`src/rtl/usb_sched_pkg.sv`:
```
// Shared constants for the FX3 GPIF direction scheduler and the stream engine:
// scheduler state encoding, direction codes and the A1A0 thread address per direction.
package usb_sched_pkg;

  typedef enum logic [2:0] {
    ST_IDLE = 3'd0,
    ST_TURN = 3'd1,
    ST_RX   = 3'd2,
    ST_TX   = 3'd3
  } sched_state_e;

  localparam logic DIR_RX = 1'b0;
  localparam logic DIR_TX = 1'b1;

  localparam logic [1:0] A1A0_RX = 2'b11;
  localparam logic [1:0] A1A0_TX = 2'b00;

  function automatic logic [1:0] dir_to_a1a0(input logic dir);
    return (dir == DIR_TX) ? A1A0_TX : A1A0_RX;
  endfunction

endpackage

```
`src/rtl/usb_dir_sched.sv`:
```
// GPIF bus direction scheduler: fair RX/TX arbitration, address turnaround and per-grant beat count.
// Optional short-packet PKTEND pulse is built when USB_SCHED_PKTEND_EN is defined.
module usb_dir_sched
  import usb_sched_pkg::*;
#(
  parameter  int BURST_MAX = 1024,
  parameter  int TURN_CYC  = 4,
  localparam int CNT_W     = $clog2(BURST_MAX + 1)
) (
  input  logic             clk,
  input  logic             rst_n,
  input  logic             rx_room,
  input  logic             tx_pend,
  input  logic             FLAGA,
  input  logic             beat,
  output logic             data_dir,
  output logic             xfer_en,
  output logic [CNT_W-1:0] burst_cnt,
  output logic [2:0]       sched_state,
`ifdef USB_SCHED_PKTEND_EN
  output logic             pktend,
`endif
  output logic             proto_err
);

  localparam int TURN_W = $clog2(TURN_CYC + 1);
  localparam logic [CNT_W-1:0]  CNT_LAST  = CNT_W'(BURST_MAX - 1);
  localparam logic [CNT_W-1:0]  CNT_FULL  = CNT_W'(BURST_MAX);
  localparam logic [TURN_W-1:0] TURN_LOAD = TURN_W'(TURN_CYC - 1);

  sched_state_e      state_r, state_s;
  logic              data_dir_r, data_dir_s;
  logic              last_dir_r, last_dir_s;
  logic              xfer_en_r, xfer_en_s;
  logic [CNT_W-1:0]  burst_cnt_r, burst_cnt_s;
  logic [TURN_W-1:0] turn_cnt_r, turn_cnt_s;
  logic              proto_err_r, proto_err_s;
  logic              req_s, pick_s, term_s, hold_s;
  logic [CNT_W-1:0]  cnt_inc_s;

  assign req_s     = rx_room | tx_pend;
  assign pick_s    = (rx_room & tx_pend) ? ~last_dir_r : tx_pend;
  assign cnt_inc_s = (beat && (burst_cnt_r != CNT_FULL)) ? burst_cnt_r + CNT_W'(1'b1) : burst_cnt_r;
  assign term_s    = (beat && (burst_cnt_r == CNT_LAST)) || !FLAGA ||
                     ((state_r == ST_RX) ? !rx_room : !tx_pend);

`ifdef USB_SCHED_PKTEND_EN
  logic pkt_r, pkt_s;

  // Short TX packet: grant ended with some but not all beats of a burst.
  assign pkt_s  = (state_r == ST_TX) && term_s &&
                  (cnt_inc_s != {CNT_W{1'b0}}) && (cnt_inc_s != CNT_FULL);
  assign hold_s = pkt_r;
  assign pktend = pkt_r;

  // PKTEND pulse register.
  always_ff @(posedge clk or negedge rst_n) begin
    if (!rst_n) begin
      pkt_r <= 1'b0;
    end else begin
      pkt_r <= pkt_s;
    end
  end
`else
  assign hold_s = 1'b0;
`endif

  // Next-state, arbitration and counter update.
  always_comb begin
    state_s     = state_r;
    data_dir_s  = data_dir_r;
    last_dir_s  = last_dir_r;
    xfer_en_s   = 1'b0;
    burst_cnt_s = burst_cnt_r;
    turn_cnt_s  = turn_cnt_r;
    proto_err_s = proto_err_r | (beat & ~xfer_en_r);
    case (state_r)
      ST_IDLE: begin
        burst_cnt_s = {CNT_W{1'b0}};
        if (hold_s) begin
          state_s = ST_IDLE;
        end else if (req_s) begin
          if (pick_s == data_dir_r) begin
            state_s   = (pick_s == DIR_TX) ? ST_TX : ST_RX;
            xfer_en_s = 1'b1;
          end else begin
            data_dir_s = pick_s;
            turn_cnt_s = TURN_LOAD;
            state_s    = ST_TURN;
          end
        end else begin
          state_s = ST_IDLE;
        end
      end
      ST_TURN: begin
        burst_cnt_s = {CNT_W{1'b0}};
        if (turn_cnt_r == {TURN_W{1'b0}}) begin
          state_s   = (data_dir_r == DIR_TX) ? ST_TX : ST_RX;
          xfer_en_s = 1'b1;
        end else begin
          turn_cnt_s = turn_cnt_r - TURN_W'(1'b1);
        end
      end
      ST_RX, ST_TX: begin
        // A beat on the terminating cycle still counts toward the grant.
        burst_cnt_s = cnt_inc_s;
        if (term_s) begin
          state_s    = ST_IDLE;
          last_dir_s = (state_r == ST_TX) ? DIR_TX : DIR_RX;
        end else begin
          xfer_en_s = 1'b1;
        end
      end
      default: begin
        state_s     = ST_IDLE;
        burst_cnt_s = {CNT_W{1'b0}};
      end
    endcase
  end

  // Scheduler state and output registers.
  always_ff @(posedge clk or negedge rst_n) begin
    if (!rst_n) begin
      state_r     <= ST_IDLE;
      data_dir_r  <= DIR_RX;
      last_dir_r  <= DIR_TX;
      xfer_en_r   <= 1'b0;
      burst_cnt_r <= {CNT_W{1'b0}};
      turn_cnt_r  <= {TURN_W{1'b0}};
      proto_err_r <= 1'b0;
    end else begin
      state_r     <= state_s;
      data_dir_r  <= data_dir_s;
      last_dir_r  <= last_dir_s;
      xfer_en_r   <= xfer_en_s;
      burst_cnt_r <= burst_cnt_s;
      turn_cnt_r  <= turn_cnt_s;
      proto_err_r <= proto_err_s;
    end
  end

  assign data_dir    = data_dir_r;
  assign xfer_en     = xfer_en_r;
  assign burst_cnt   = burst_cnt_r;
  assign sched_state = state_r;
  assign proto_err   = proto_err_r;

endmodule
```
`config.mk`:
```
export PLATFORM = sky130hd
export DESIGN_NAME = usb_dir_sched
export DESIGN_NICKNAME = d
export VERILOG_FILES = /design/src/rtl/usb_sched_pkg.sv /design/src/rtl/usb_dir_sched.sv
export SDC_FILE = /design/constraint.sdc
export NUM_CORES = 1
export LEC_CHECK = 0
export ABC_AREA = 1
export BUFFER_PORTS_ARGS = -buffer_cell sky130_fd_sc_hd__buf_2
export CORE_MARGIN = 3
export CORE_UTILIZATION = 40
export DETAILED_ROUTE_END_ITERATION = 6
export PLACE_DENSITY = 0.59
export SYNTH_ARGS = -nofsm -noshare
export SYNTH_HDL_FRONTEND = slang
export SYNTH_SLANG_ARGS = --single-unit
```
`constraint.sdc`:
```
create_clock -name clk -period 1.5 [get_ports clk]
set_input_delay 0 -clock clk [delete_from_list [all_inputs] [get_ports clk]]
set_output_delay 0 -clock clk [all_outputs]
set_load 0.005 [all_outputs]
```
==> results of run 1 <==
==> worst max-delay path, cell delays in order (launching register included) <==
cell and delay, ps:
sky130_fd_sc_hd__dfstp_2 560, sky130_fd_sc_hd__nand2_2 50, sky130_fd_sc_hd__nand2_2 80, sky130_fd_sc_hd__ha_4 210
sky130_fd_sc_hd__nor3_4 200, sky130_fd_sc_hd__nor2_2 60, sky130_fd_sc_hd__nand2_2 80, sky130_fd_sc_hd__nand2_1 50
sky130_fd_sc_hd__o21ai_1 80
==> final timing paths <==
path / start / endpoint / slack, ps / cells past startpoint
max: last_dir_r / turn_cnt_r[2] / 60 / 8
min: beat / burst_cnt[10] / 30 / 4
max reg2reg: last_dir_r / turn_cnt_r[2] / 60 / 8
min reg2reg: xfer_en / proto_err / 450 / 1
max in group asynchronous: rst_n / last_dir_r / 1000 / 2
min in group asynchronous: rst_n / sched_state[0] / 160 / 2
==> kinds of logic (layout without fill, tap and decap cells) <==
group,Yosys count,after routing,share of synthesized area [%]
AND/OR/NAND/NOR,103,103,39.98
buffers and inverters,25,56,7.787
flip-flops,20,20,38.08
AO/OA/AOI/OAI,15,15,7.122
adder cells (fa/ha/maj),5,5,4.748
XOR/XNOR,3,3,1.995
other,1,1,0.2846
==> Yosys cell counts <==
master	number	share of area (%)
sky130_fd_sc_hd__nand2_1	42	12
sky130_fd_sc_hd__inv_1	20	5.7
sky130_fd_sc_hd__dfrtp_1	19	36
sky130_fd_sc_hd__nor2_1	18	5.1
sky130_fd_sc_hd__nand3_1	13	4.9
sky130_fd_sc_hd__nand4_1	6	2.8
sky130_fd_sc_hd__ha_1	5	4.7
sky130_fd_sc_hd__nand2_2	5	2.4
sky130_fd_sc_hd__o21ai_1	5	1.9
sky130_fd_sc_hd__nand3_2	4	3.0
sky130_fd_sc_hd__nand3b_1	4	2.3
sky130_fd_sc_hd__nor2_2	4	1.9
sky130_fd_sc_hd__nor3_1	3	1.1
sky130_fd_sc_hd__o21ai_0	3	1.1
sky130_fd_sc_hd__xor2_1	3	2.0
sky130_fd_sc_hd__a21oi_1	2	0.76
sky130_fd_sc_hd__buf_4	2	1.1
sky130_fd_sc_hd__inv_2	2	0.57
sky130_fd_sc_hd__nor2_8	2	3.0
sky130_fd_sc_hd__o21bai_1	2	1.1
sky130_fd_sc_hd__a21o_1	1	0.57
sky130_fd_sc_hd__a22oi_2	1	0.95
sky130_fd_sc_hd__buf_2	1	0.38
sky130_fd_sc_hd__conb_1	1	0.28
sky130_fd_sc_hd__dfstp_2	1	2.0
sky130_fd_sc_hd__nor2_4	1	0.85
sky130_fd_sc_hd__o21ai_2	1	0.66
sky130_fd_sc_hd__or2_2	1	0.48
==> state kept, by name, summed over array words and instances, names as in the netlist <==
register and count:
turn_cnt_r 3, sched_state 2, burst_cnt 11, last_dir_r 1, proto_err 1, xfer_en 1, data_dir 1
==> per-layer routing <==
metal / wire length [µm] / track usage [%]
met4: 18 / 5.660
met5: 0 / 0
met1: 1370 / 21.47
met3: 129 / 1.961
met2: 1528 / 27.12
==> per-stage QoR <==
step	instance area (µm²)	power [µW]	cells	setup WS, ps	setup TNS, ps
floorplan	1318	1326	172	139.6	0
global placement	1495	1547	239	68.39	0
detailed placement	1495	1571	239	22.73	0
CTS	1573	2049	245	62.65	0
global route	1633	2324	247	-50.38	-67.01
finish	1633	2137	247	57.89	0
==> final cells by class <==
| type | instances | share of cell area, % |
|---|---|---|
| well taps | 44 | 3.372 |
| clock inverters | 1 | 1.839 |
| inverters | 22 | 5.057 |
| multi-input cells | 127 | 46.74 |
| repair buffers | 30 | 10.88 |
| flip-flops and latches | 20 | 30.73 |
| clock buffers | 3 | 1.379 |
==> power by group <==
group          internal (µW)  switching [µW]  total (µW)
logic                    388             533         920
clock network            270             183         453
registers                657             108         764
total                   1310             823        2140
==> repair_timing <==
action,4_1_cts,5_1_grt
buffers inserted,0,2
hold endpoints to repair,21,0
hold buffers,2,0
gates resized for setup,1,11
endpoints found under the setup margin,1,13
pin swaps,0,4
==> impl_table.tex, run 1 <==
\begin{tabular}{lr}
\hline
Metric & Value \\
\hline
\multicolumn{2}{l}{\textbf{Status}} \\
Outcome & complete, no violations \\
\multicolumn{2}{l}{\textbf{Place}} \\
Placer Congestion & 0.8000 \\
HPWL Detailed & 2231 µm \\
IO Port Bufs & 21 \\
\multicolumn{2}{l}{\textbf{Timing}} \\
Total setup violations reported at the end of the flow & 0 \\
Hold Fails Final Rpt & 0 \\
Final clock period utilization by the worst path & 96.14\% \\
Count of pins over their slew limit & 0 \\
Unrepaired setup endpoints after global routing & yes \\
Worst clock skew & approximately 12 ps \\
Peak Freq & approximately 690 MHz \\
Final hold slack & 25.17 ps \\
Post-layout minimum cycle time & approximately 1400 ps \\
\multicolumn{2}{l}{\textbf{Floorplan}} \\
Top-level I/O count & 23 \\
X dimension of the die & 63.39 µm \\
Initial Util & roughly 42\% \\
Vertical extent of the die & 63.39 µm \\
Area of the core & 3103 µm² \\
Cell row count & 20 \\
Die ar. & 4018 µm² \\
\multicolumn{2}{l}{\textbf{Global route}} \\
Aggregate global-route resource usage & 16.22\% \\
Number of global-route vias before repair & 1136 \\
Antenna violations before repair & 0 \\
Maximum number of pins on one net before global-route repair & 21 \\
Leftover overflow at the end of global routing & 0 \\
First-pass GRT wire length & approximately 5200 µm \\
\multicolumn{2}{l}{\textbf{Layout}} \\
Multi-input combinational cell area & about 760 µm² \\
Final cell utilization of the core & between 50\% and 60\% \\
Share of cells above drive strength 1 & 31.03\% \\
Sequential cell area & 501.7 µm² \\
Ant. Diodes & 0 \\
Total of fill cells in the finished design & 318 \\
Synth-to-Final Area Change & 23.93\% \\
\# nets final & about 220 \\
Most common cell after layout, fill and taps aside & sky130\_fd\_sc\_hd\_\_nand2\_1 \\
Commonest cells after routing, fill and taps aside & sky130\_fd\_sc\_hd\_\_nand2\_1, sky130\_fd\_sc\_hd\_\_buf\_2, sky130\_fd\_sc\_hd\_\_dfrtp\_1, sky130\_fd\_sc\_hd\_\_inv\_1, sky130\_fd\_sc\_hd\_\_nor2\_1 \\
\multicolumn{2}{l}{\textbf{Route}} \\
Vias per std cell & roughly 4.8 \\
Avg WL per Cell & 12.33 µm \\
Drt first-iter violations & 78 \\
Aggregate routed wire length & 3046 µm \\
Antenna violation net count after detailed routing & 0 \\
Vias after detailed routing & 1194 \\
Number of detailed-routing iterations run before antenna repair & 4 \\
DRC violations left & 0 \\
\multicolumn{2}{l}{\textbf{Yosys}} \\
Number of instances in the synthesized netlist & 172 \\
Nets in the synthesized netlist & about 180 \\
Synth warn & 0 \\
Number of synthesized register bits & 20 \\
Cell area after technology mapping & around 1300 µm² \\
Unique cell type count in the Yosys netlist & 28 \\
Post-Syn Area per Cell & 7.660 µm² \\
Post-synthesis sequential area ratio & around two fifths \\
\multicolumn{2}{l}{\textbf{CTS}} \\
TritonCTS clock tree & built \\
Later-pin clock latency in the skew report & 310 ps \\
Clock tree root buffer cell & sky130\_fd\_sc\_hd\_\_clkbuf\_4 \\
Sinks on Clock Net & 20 \\
Count of H-tree levels built during CTS & 1 \\
Deepest clock path buffer count & 2 \\
Clock buffers created by TritonCTS & 3 \\
Clock transition at path regs & $\sim$130 ps \\
\multicolumn{2}{l}{\textbf{Power}} \\
Max IR drop VDD & 0.8632 mV \\
Pwr per Cell Area & 1309 nW/µm² \\
Leakage power of the design & 0.0008420 µW \\
\multicolumn{2}{l}{\textbf{Min path}} \\
Worst hold path class & primary input to flop \\
\multicolumn{2}{l}{\textbf{Worst setup path}} \\
Setup crit start kind & flop \\
Required time worst endpoint & 1740 ps \\
Data arrival time at the worst-slack endpoint & approximately 1700 ps \\
Worst-path fanout max & 3 \\
Nature of the critical path endpoint & flop \\
Kind of critical path & flop to flop \\
\multicolumn{2}{l}{\textbf{Run}} \\
Max-cap violations & 0 \\
\hline
\end{tabular}
(Power assumes the default switching activity.)
==> run 2: changes to the inputs <==
- BUFFER_PORTS_ARGS: -buffer_cell sky130_fd_sc_hd__buf_2 -> -buffer_cell sky130_fd_sc_hd__buf_4
- PLACE_DENSITY: 0.59 -> 0.56
- SKIP_LAST_GASP: default -> 1
- clock period: 1.5 -> 1.4 ns (I/O delays scaled with it)
==> run 2 against run 1 <==
The flow now finishes with violations (setup timing). Die area unchanged. Final area increased by 12%. Sequential share of layout area decreased by 2.9 points. Sequential cell count unchanged. Core utilization increased by 6.2 points. Combinational power increased by 21%. Hold slack got worse by 7.8 ps. First-iteration DRC count increased by 9.0%. Sequential power increased by 8.6%. Fmax increased by 2.1%. Highest routed layer unchanged.
==> impl_table.tex, run 2 (synthesis results as in run 1) <==
\begin{tabular}{lr}
\hline
Metric & Value \\
\hline
\multicolumn{2}{l}{\textbf{Timing}} \\
Total setup violations reported at the end of the flow & 4 (was 0) \\
Hold Fails Final Rpt & 0 (unchanged) \\
Post-layout minimum cycle time & 1412 ps (was 1442 ps) \\
Final critical-path setup slack & -11.90 ps (was 57.89 ps) \\
Final clock period utilization by the worst path & 100.9\% (was 96.14\%) \\
Peak Freq & 708.3 MHz (was 693.4 MHz) \\
Unrepaired setup endpoints after global routing & yes (unchanged) \\
Worst clock skew & 10.58 ps (was 11.67 ps) \\
Count of pins over their slew limit & 0 (unchanged) \\
\multicolumn{2}{l}{\textbf{Route}} \\
Antenna violation net count after detailed routing & 0 (unchanged) \\
Drt first-iter violations & 85 (was 78) \\
Aggregate routed wire length & 3118 µm (was 3046 µm) \\
Vias per std cell & 4.798 (was 4.834) \\
Number of detailed-routing iterations run before antenna repair & 4 (unchanged) \\
DRC violations left & 0 (unchanged) \\
Avg WL per Cell & 12.09 µm (was 12.33 µm) \\
Vias after detailed routing & 1238 (was 1194) \\
\multicolumn{2}{l}{\textbf{CTS}} \\
Count of H-tree levels built during CTS & 1 (unchanged) \\
Sinks on Clock Net & 20 (unchanged) \\
TritonCTS clock tree & built (unchanged) \\
Later-pin clock latency in the skew report & 300 ps (was 310 ps) \\
Clock buffers created by TritonCTS & 3 (unchanged) \\
Clock transition at path regs & 130 ps (about the same) \\
Deepest clock path buffer count & 2 (unchanged) \\
Clock tree root buffer cell & sky130\_fd\_sc\_hd\_\_clkbuf\_4 (unchanged) \\
\multicolumn{2}{l}{\textbf{Layout}} \\
Final cell utilization of the core & 58.83\% (was 52.62\%) \\
Share of cells above drive strength 1 & 42.06\% (was 31.03\%) \\
Total of fill cells in the finished design & 298 (was 318) \\
Flip-flop count of the largest register after layout & 11 (unchanged) \\
Count of placed standard cells in the final layout, fillers left out & 258 (was 247) \\
Most common cell after layout, fill and taps aside & sky130\_fd\_sc\_hd\_\_buf\_4 (was sky130\_fd\_sc\_hd\_\_nand2\_1) \\
Synth-to-Final Area Change & 38.56\% (was 23.93\%) \\
Commonest cells after routing, fill and taps aside & sky130\_fd\_sc\_hd\_\_buf\_4, sky130\_fd\_sc\_hd\_\_nand2\_1, sky130\_fd\_sc\_hd\_\_inv\_1, sky130\_fd\_sc\_hd\_\_nor2\_1, sky130\_fd\_sc\_hd\_\_dfrtp\_1 (was sky130\_fd\_sc\_hd\_\_nand2\_1, sky130\_fd\_sc\_hd\_\_buf\_2, sky130\_fd\_sc\_hd\_\_dfrtp\_1, sky130\_fd\_sc\_hd\_\_inv\_1, sky130\_fd\_sc\_hd\_\_nor2\_1) \\
Multi-input combinational cell area & 815.8 µm² (was 763.2 µm²) \\
Ant. Diodes & 0 (unchanged) \\
\# nets final & 226 (was 215) \\
Sequential cell area & 508.0 µm² (was 501.7 µm²) \\
\multicolumn{2}{l}{\textbf{Worst setup path}} \\
Nature of the critical path endpoint & flop (unchanged) \\
Data arrival time at the worst-slack endpoint & 1650 ps (was 1690 ps) \\
Setup crit start kind & flop (unchanged) \\
Worst-path fanout max & 8 (was 3) \\
Kind of critical path & flop to flop (unchanged) \\
Required time worst endpoint & 1640 ps (was 1740 ps) \\
\multicolumn{2}{l}{\textbf{Place}} \\
HPWL Detailed & 2281 µm (was 2231 µm) \\
IO Port Bufs & 21 (unchanged) \\
Placer Congestion & 0.7956 (was 0.8000) \\
Placement Setup Slack & -92.40 ps (was 22.73 ps) \\
Placed cell count & 244 (was 239) \\
\multicolumn{2}{l}{\textbf{Global route}} \\
Aggregate global-route resource usage & 16.77\% (was 16.22\%) \\
Leftover overflow at the end of global routing & 0 (unchanged) \\
Antenna violations before repair & 0 (unchanged) \\
Maximum number of pins on one net before global-route repair & 21 (unchanged) \\
First-pass GRT wire length & 5402 µm (was 5230 µm) \\
Number of global-route vias before repair & 1184 (was 1136) \\
\multicolumn{2}{l}{\textbf{Min path}} \\
Worst hold path class & primary input to flop (unchanged) \\
\multicolumn{2}{l}{\textbf{Run}} \\
Max-cap violations & 0 (unchanged) \\
\multicolumn{2}{l}{\textbf{Floorplan}} \\
X dimension of the die & 63.39 µm (unchanged) \\
Cell row count & 20 (unchanged) \\
Die ar. & 4018 µm² (unchanged) \\
Initial Util & 42.46\% (unchanged) \\
Area of the core & 3103 µm² (unchanged) \\
Vertical extent of the die & 63.39 µm (unchanged) \\
Top-level I/O count & 23 (unchanged) \\
\multicolumn{2}{l}{\textbf{Power}} \\
Leakage power of the design & 0.0008998 µW (was 0.0008420 µW) \\
Pwr per Cell Area & 1326 nW/µm² (was 1309 nW/µm²) \\
Max IR drop VDD & 0.7799 mV (was 0.8632 mV) \\
\multicolumn{2}{l}{\textbf{Status}} \\
Outcome & finished with violations (was complete, no violations) \\
Violated checks & setup timing \\
\hline
\end{tabular}
[run 2: changes by cell type in the layout (fill, tap and decap cells not counted), moves of 2 or more]
cell                      delta
sky130_fd_sc_hd__buf_2      -20
sky130_fd_sc_hd__buf_4      +31
sky130_fd_sc_hd__dfrtp_1     -5
sky130_fd_sc_hd__dfrtp_2     +5
sky130_fd_sc_hd__ha_1        -2
sky130_fd_sc_hd__ha_4        +2
sky130_fd_sc_hd__nand2_1     -5
sky130_fd_sc_hd__nand2_2     +5
[run 2: cell type report]
cell class              count  area share (%)
flip-flops and latches     20           27.83
inverters                  22           4.524
multi-input cells         127           44.69
well taps                  44           3.016
repair buffers             41           17.07
clock buffers               3           1.234
clock inverters             1           1.645
[run 2: per-layer routing]
layer	GRT usage (%)	vias to the layer above	routed length, µm
met5	0	-	0
met4	6.739	0	28
met3	3.743	4	138
met2	25.29	24	1399
met1	23.13	575	1551
li1	-	635	-
[run 2: stage by stage]
stage / instance area (µm²) / setup TNS (ps) / power (µW) / hold WS (ps)
after detailed placement: 1585 / -245.7 / 1746 / -99.07
after global routing: 1826 / -863.3 / 2659 / 4.354
after global placement: 1585 / -74.43 / 1723 / -100.6
after CTS: 1678 / -18.84 / 2316 / 1.128
final: 1826 / -23.97 / 2420 / 17.39
after floorplan: 1318 / 0 / 1421 / -295.6
[run 2: worst paths after layout]
kind                                     end          from  cells after the start  slack, ps
worst max-delay path            burst_cnt[4]  burst_cnt[0]                      8        -10
worst min-delay path                data_dir       tx_pend                      3         20
worst max register to register  burst_cnt[4]  burst_cnt[0]                      8        -10
worst min register to register    last_dir_r    last_dir_r                      2        480
max in group asynchronous         last_dir_r         rst_n                      2       1030
min in group asynchronous       burst_cnt[7]         rst_n                      2        100
[run 2: worst max-delay path: stages (launching register included)]
cell	delay, ps
sky130_fd_sc_hd__dfrtp_2	460
sky130_fd_sc_hd__inv_2	90
sky130_fd_sc_hd__ha_4	140
sky130_fd_sc_hd__nand3_4	90
sky130_fd_sc_hd__nor2_4	170
sky130_fd_sc_hd__nor2_8	90
sky130_fd_sc_hd__nor2_8	180
sky130_fd_sc_hd__nand2_1	80
sky130_fd_sc_hd__nand2_1	50
[run 2: power breakdown]
| group | total (µW) | leakage [µW] | internal [µW] | switching (µW) |
|---|---|---|---|---|
| registers | 830 | 0.000251 | 711 | 119 |
| logic | 1110 | 0.000621 | 505 | 610 |
| clock network | 475 | 0.0000279 | 289 | 186 |
| total | 2420 | 0.000900 | 1510 | 915 |
[run 2: repair_timing]
item | in CTS | in global routing
hold buffers | 1 | 0
endpoints found under the setup margin | 10 | 18
pin swaps | 3 | 18
gates resized for setup | 6 | 26
endpoints found under the hold margin | 20 | 0
buffers inserted | 0 | 9
==> run 3: changes to the inputs <==
- HOLD_SLACK_MARGIN: default -> 0.05
==> run 3 against run 2 <==
The flow still finishes with violations (setup timing). Largest power group unchanged. Hold slack gained 81 ps. Clock power is essentially flat. Sequential cell count unchanged. Via count grew 1.5%. Clock skew shrank 0.67 ps.
==> impl_table.tex, run 3 (synthesis results as in run 1) <==
\begin{tabular}{lr}
\hline
Metric & Value \\
\hline
\multicolumn{2}{l}{\textbf{Timing}} \\
Post-layout minimum cycle time & 1410 ps (was 1412 ps) \\
Final hold slack & 97.99 ps (was 17.39 ps) \\
Final critical-path setup slack & -10.31 ps (was -11.90 ps) \\
Worst clock skew & 9.915 ps (was 10.58 ps) \\
Hold Fails Final Rpt & 0 (unchanged) \\
Final clock period utilization by the worst path & 100.7\% (was 100.9\%) \\
Count of pins over their slew limit & 0 (unchanged) \\
Total setup violations reported at the end of the flow & 3 (was 4) \\
Peak Freq & 709.1 MHz (was 708.3 MHz) \\
Unrepaired setup endpoints after global routing & yes (unchanged) \\
\multicolumn{2}{l}{\textbf{Layout}} \\
Count of placed standard cells in the final layout, fillers left out & 261 (was 258) \\
Share of cells above drive strength 1 & 41.47\% (was 42.06\%) \\
Flip-flop count of the largest register after layout & 11 (unchanged) \\
\# nets final & 229 (was 226) \\
Synth-to-Final Area Change & 40.84\% (was 38.56\%) \\
Ant. Diodes & 0 (unchanged) \\
Most common cell after layout, fill and taps aside & sky130\_fd\_sc\_hd\_\_buf\_4 (unchanged) \\
Commonest cells after routing, fill and taps aside & sky130\_fd\_sc\_hd\_\_buf\_4, sky130\_fd\_sc\_hd\_\_nand2\_1, sky130\_fd\_sc\_hd\_\_inv\_1, sky130\_fd\_sc\_hd\_\_nor2\_1, sky130\_fd\_sc\_hd\_\_dfrtp\_1 (unchanged) \\
\multicolumn{2}{l}{\textbf{Route}} \\
Avg WL per Cell & 12.00 µm (was 12.09 µm) \\
DRC violations left & 0 (unchanged) \\
Aggregate routed wire length & 3131 µm (was 3118 µm) \\
Drt first-iter violations & 85 (unchanged) \\
Vias after detailed routing & 1257 (was 1238) \\
Antenna violation net count after detailed routing & 0 (unchanged) \\
Number of detailed-routing iterations run before antenna repair & 4 (unchanged) \\
Vias per std cell & 4.816 (was 4.798) \\
\multicolumn{2}{l}{\textbf{Worst setup path}} \\
Setup crit start kind & flop (unchanged) \\
Start point of the critical path & burst\_cnt[0] (unchanged) \\
Worst-path fanout max & 8 (unchanged) \\
Data arrival time at the worst-slack endpoint & 1650 ps (about the same) \\
Setup slack on the worst flop-to-flop path & -10 ps (about the same) \\
Beginning of the worst register-to-register path & burst\_cnt[0] (unchanged) \\
Required time worst endpoint & 1640 ps (about the same) \\
Worst setup path end & burst\_cnt[4] (unchanged) \\
Endpoint of the lowest-slack register-to-register path & burst\_cnt[4] (unchanged) \\
Kind of critical path & flop to flop (unchanged) \\
Nature of the critical path endpoint & flop (unchanged) \\
Worst reg-to-reg path cell count & 8 (unchanged) \\
\multicolumn{2}{l}{\textbf{Power}} \\
Max IR drop VDD & 0.7726 mV (was 0.7799 mV) \\
Total power consumption of the routed design & 2426 µW (was 2420 µW) \\
Leakage power of the design & 0.0009124 µW (was 0.0008998 µW) \\
Pwr per Cell Area & 1308 nW/µm² (was 1326 nW/µm²) \\
\multicolumn{2}{l}{\textbf{Min path}} \\
Worst hold path class & primary input to async pin (was primary input to flop) \\
\multicolumn{2}{l}{\textbf{Floorplan}} \\
Initial Util & 42.46\% (unchanged) \\
Die ar. & 4018 µm² (unchanged) \\
Cell row count & 20 (unchanged) \\
Vertical extent of the die & 63.39 µm (unchanged) \\
Area of the core & 3103 µm² (unchanged) \\
Top-level I/O count & 23 (unchanged) \\
X dimension of the die & 63.39 µm (unchanged) \\
\multicolumn{2}{l}{\textbf{CTS}} \\
TritonCTS clock tree & built (unchanged) \\
Clock tree root buffer cell & sky130\_fd\_sc\_hd\_\_clkbuf\_4 (unchanged) \\
Clock buffers created by TritonCTS & 3 (unchanged) \\
Count of H-tree levels built during CTS & 1 (unchanged) \\
Later-pin clock latency in the skew report & 300 ps (about the same) \\
Deepest clock path buffer count & 2 (unchanged) \\
Clock transition at path regs & 120 ps (was 130 ps) \\
Sinks on Clock Net & 20 (unchanged) \\
\multicolumn{2}{l}{\textbf{Global route}} \\
Number of global-route vias before repair & 1182 (was 1184) \\
First-pass GRT wire length & 5402 µm (unchanged) \\
Leftover overflow at the end of global routing & 0 (unchanged) \\
Aggregate global-route resource usage & 16.77\% (unchanged) \\
Antenna violations before repair & 0 (unchanged) \\
Maximum number of pins on one net before global-route repair & 21 (unchanged) \\
\multicolumn{2}{l}{\textbf{Place}} \\
HPWL Detailed & 2281 µm (unchanged) \\
IO Port Bufs & 21 (unchanged) \\
Placer Congestion & 0.7956 (unchanged) \\
Placed cell count & 244 (unchanged) \\
\multicolumn{2}{l}{\textbf{Status}} \\
Violated checks & setup timing (unchanged) \\
Outcome & finished with violations (unchanged) \\
\multicolumn{2}{l}{\textbf{Run}} \\
Max-cap violations & 0 (unchanged) \\
\hline
\end{tabular}
## run 3: cell count changes in the layout (fill, tap and decap cells not counted)
cell / previous run / this run
sky130_fd_sc_hd__dlygate4sd3_1: 1 / 4
## run 3: worst min-delay path by stage
| stage | end | slack, ps | cells after the start | startpoint |
|---|---|---|---|---|
| finish | burst_cnt[7] | 100 | 2 | rst_n |
| global route | burst_cnt[6] | 80 | 2 | rst_n |
| CTS | data_dir | 1 | 3 | tx_pend |
| detailed placement | burst_cnt[3] | -100 | 1 | rst_n |
| global placement | burst_cnt[2] | -100 | 1 | rst_n |
| floorplan | burst_cnt[0] | -300 | 0 | rst_n |
## run 3: worst max-delay path, stage by stage (launching register included)
cell                      delay [ps]
sky130_fd_sc_hd__dfrtp_2         460
sky130_fd_sc_hd__inv_2            90
sky130_fd_sc_hd__ha_4            140
sky130_fd_sc_hd__nand3_4          90
sky130_fd_sc_hd__nor2_4          170
sky130_fd_sc_hd__nor2_8           90
sky130_fd_sc_hd__nor2_8          180
sky130_fd_sc_hd__nand2_1          80
sky130_fd_sc_hd__nand2_1          50
## run 3: final cells by class
cell class                 instances  area, µm²
tap                               44      55.05
sequential                        20      508.0
inverter                          22      82.58
clock inverter                     1      30.03
timing repair buffer              44      341.6
fill                             295       1247
multi-input combinational        127      815.8
clock buffer                       3      22.52
## run 3: report_power, final
group,switching (µW),internal [µW],total (µW)
logic,610,511,1120
clock network,186,289,476
registers,119,711,830
## run 3: what timing repair did
| item | CTS | global route |
|---|---|---|
| setup buffers | 0 | 9 |
| hold buffers | 1 | 3 |
| hold endpoints to repair | 21 | 3 |
| pin swaps | 3 | 18 |
| gates resized for setup | 6 | 26 |
| endpoints found under the setup margin | 10 | 18 |
## run 3: through the flow
step	worst slack (ps)	instance area (µm²)	TNS, ps	util [%]
2_1_floorplan	39.62	1318	0	-
3_3_place_gp	-30.46	1585	-74.43	51.09
3_5_place_dp	-92.40	1585	-245.7	51.09
4_1_cts	-18.84	1678	-18.84	54.07
5_1_grt	-106.7	1856	-863.3	59.80
6_report	-10.31	1856	-14.90	59.80
## run 3: per-layer routing
metal  part of all wire, %  GRT usage, %  wire, µm
met5                     0             0         0
met4                  0.89         6.739        28
met3                   3.8         3.743       120
met2                    45         25.29      1412
met1                    50         23.13      1569
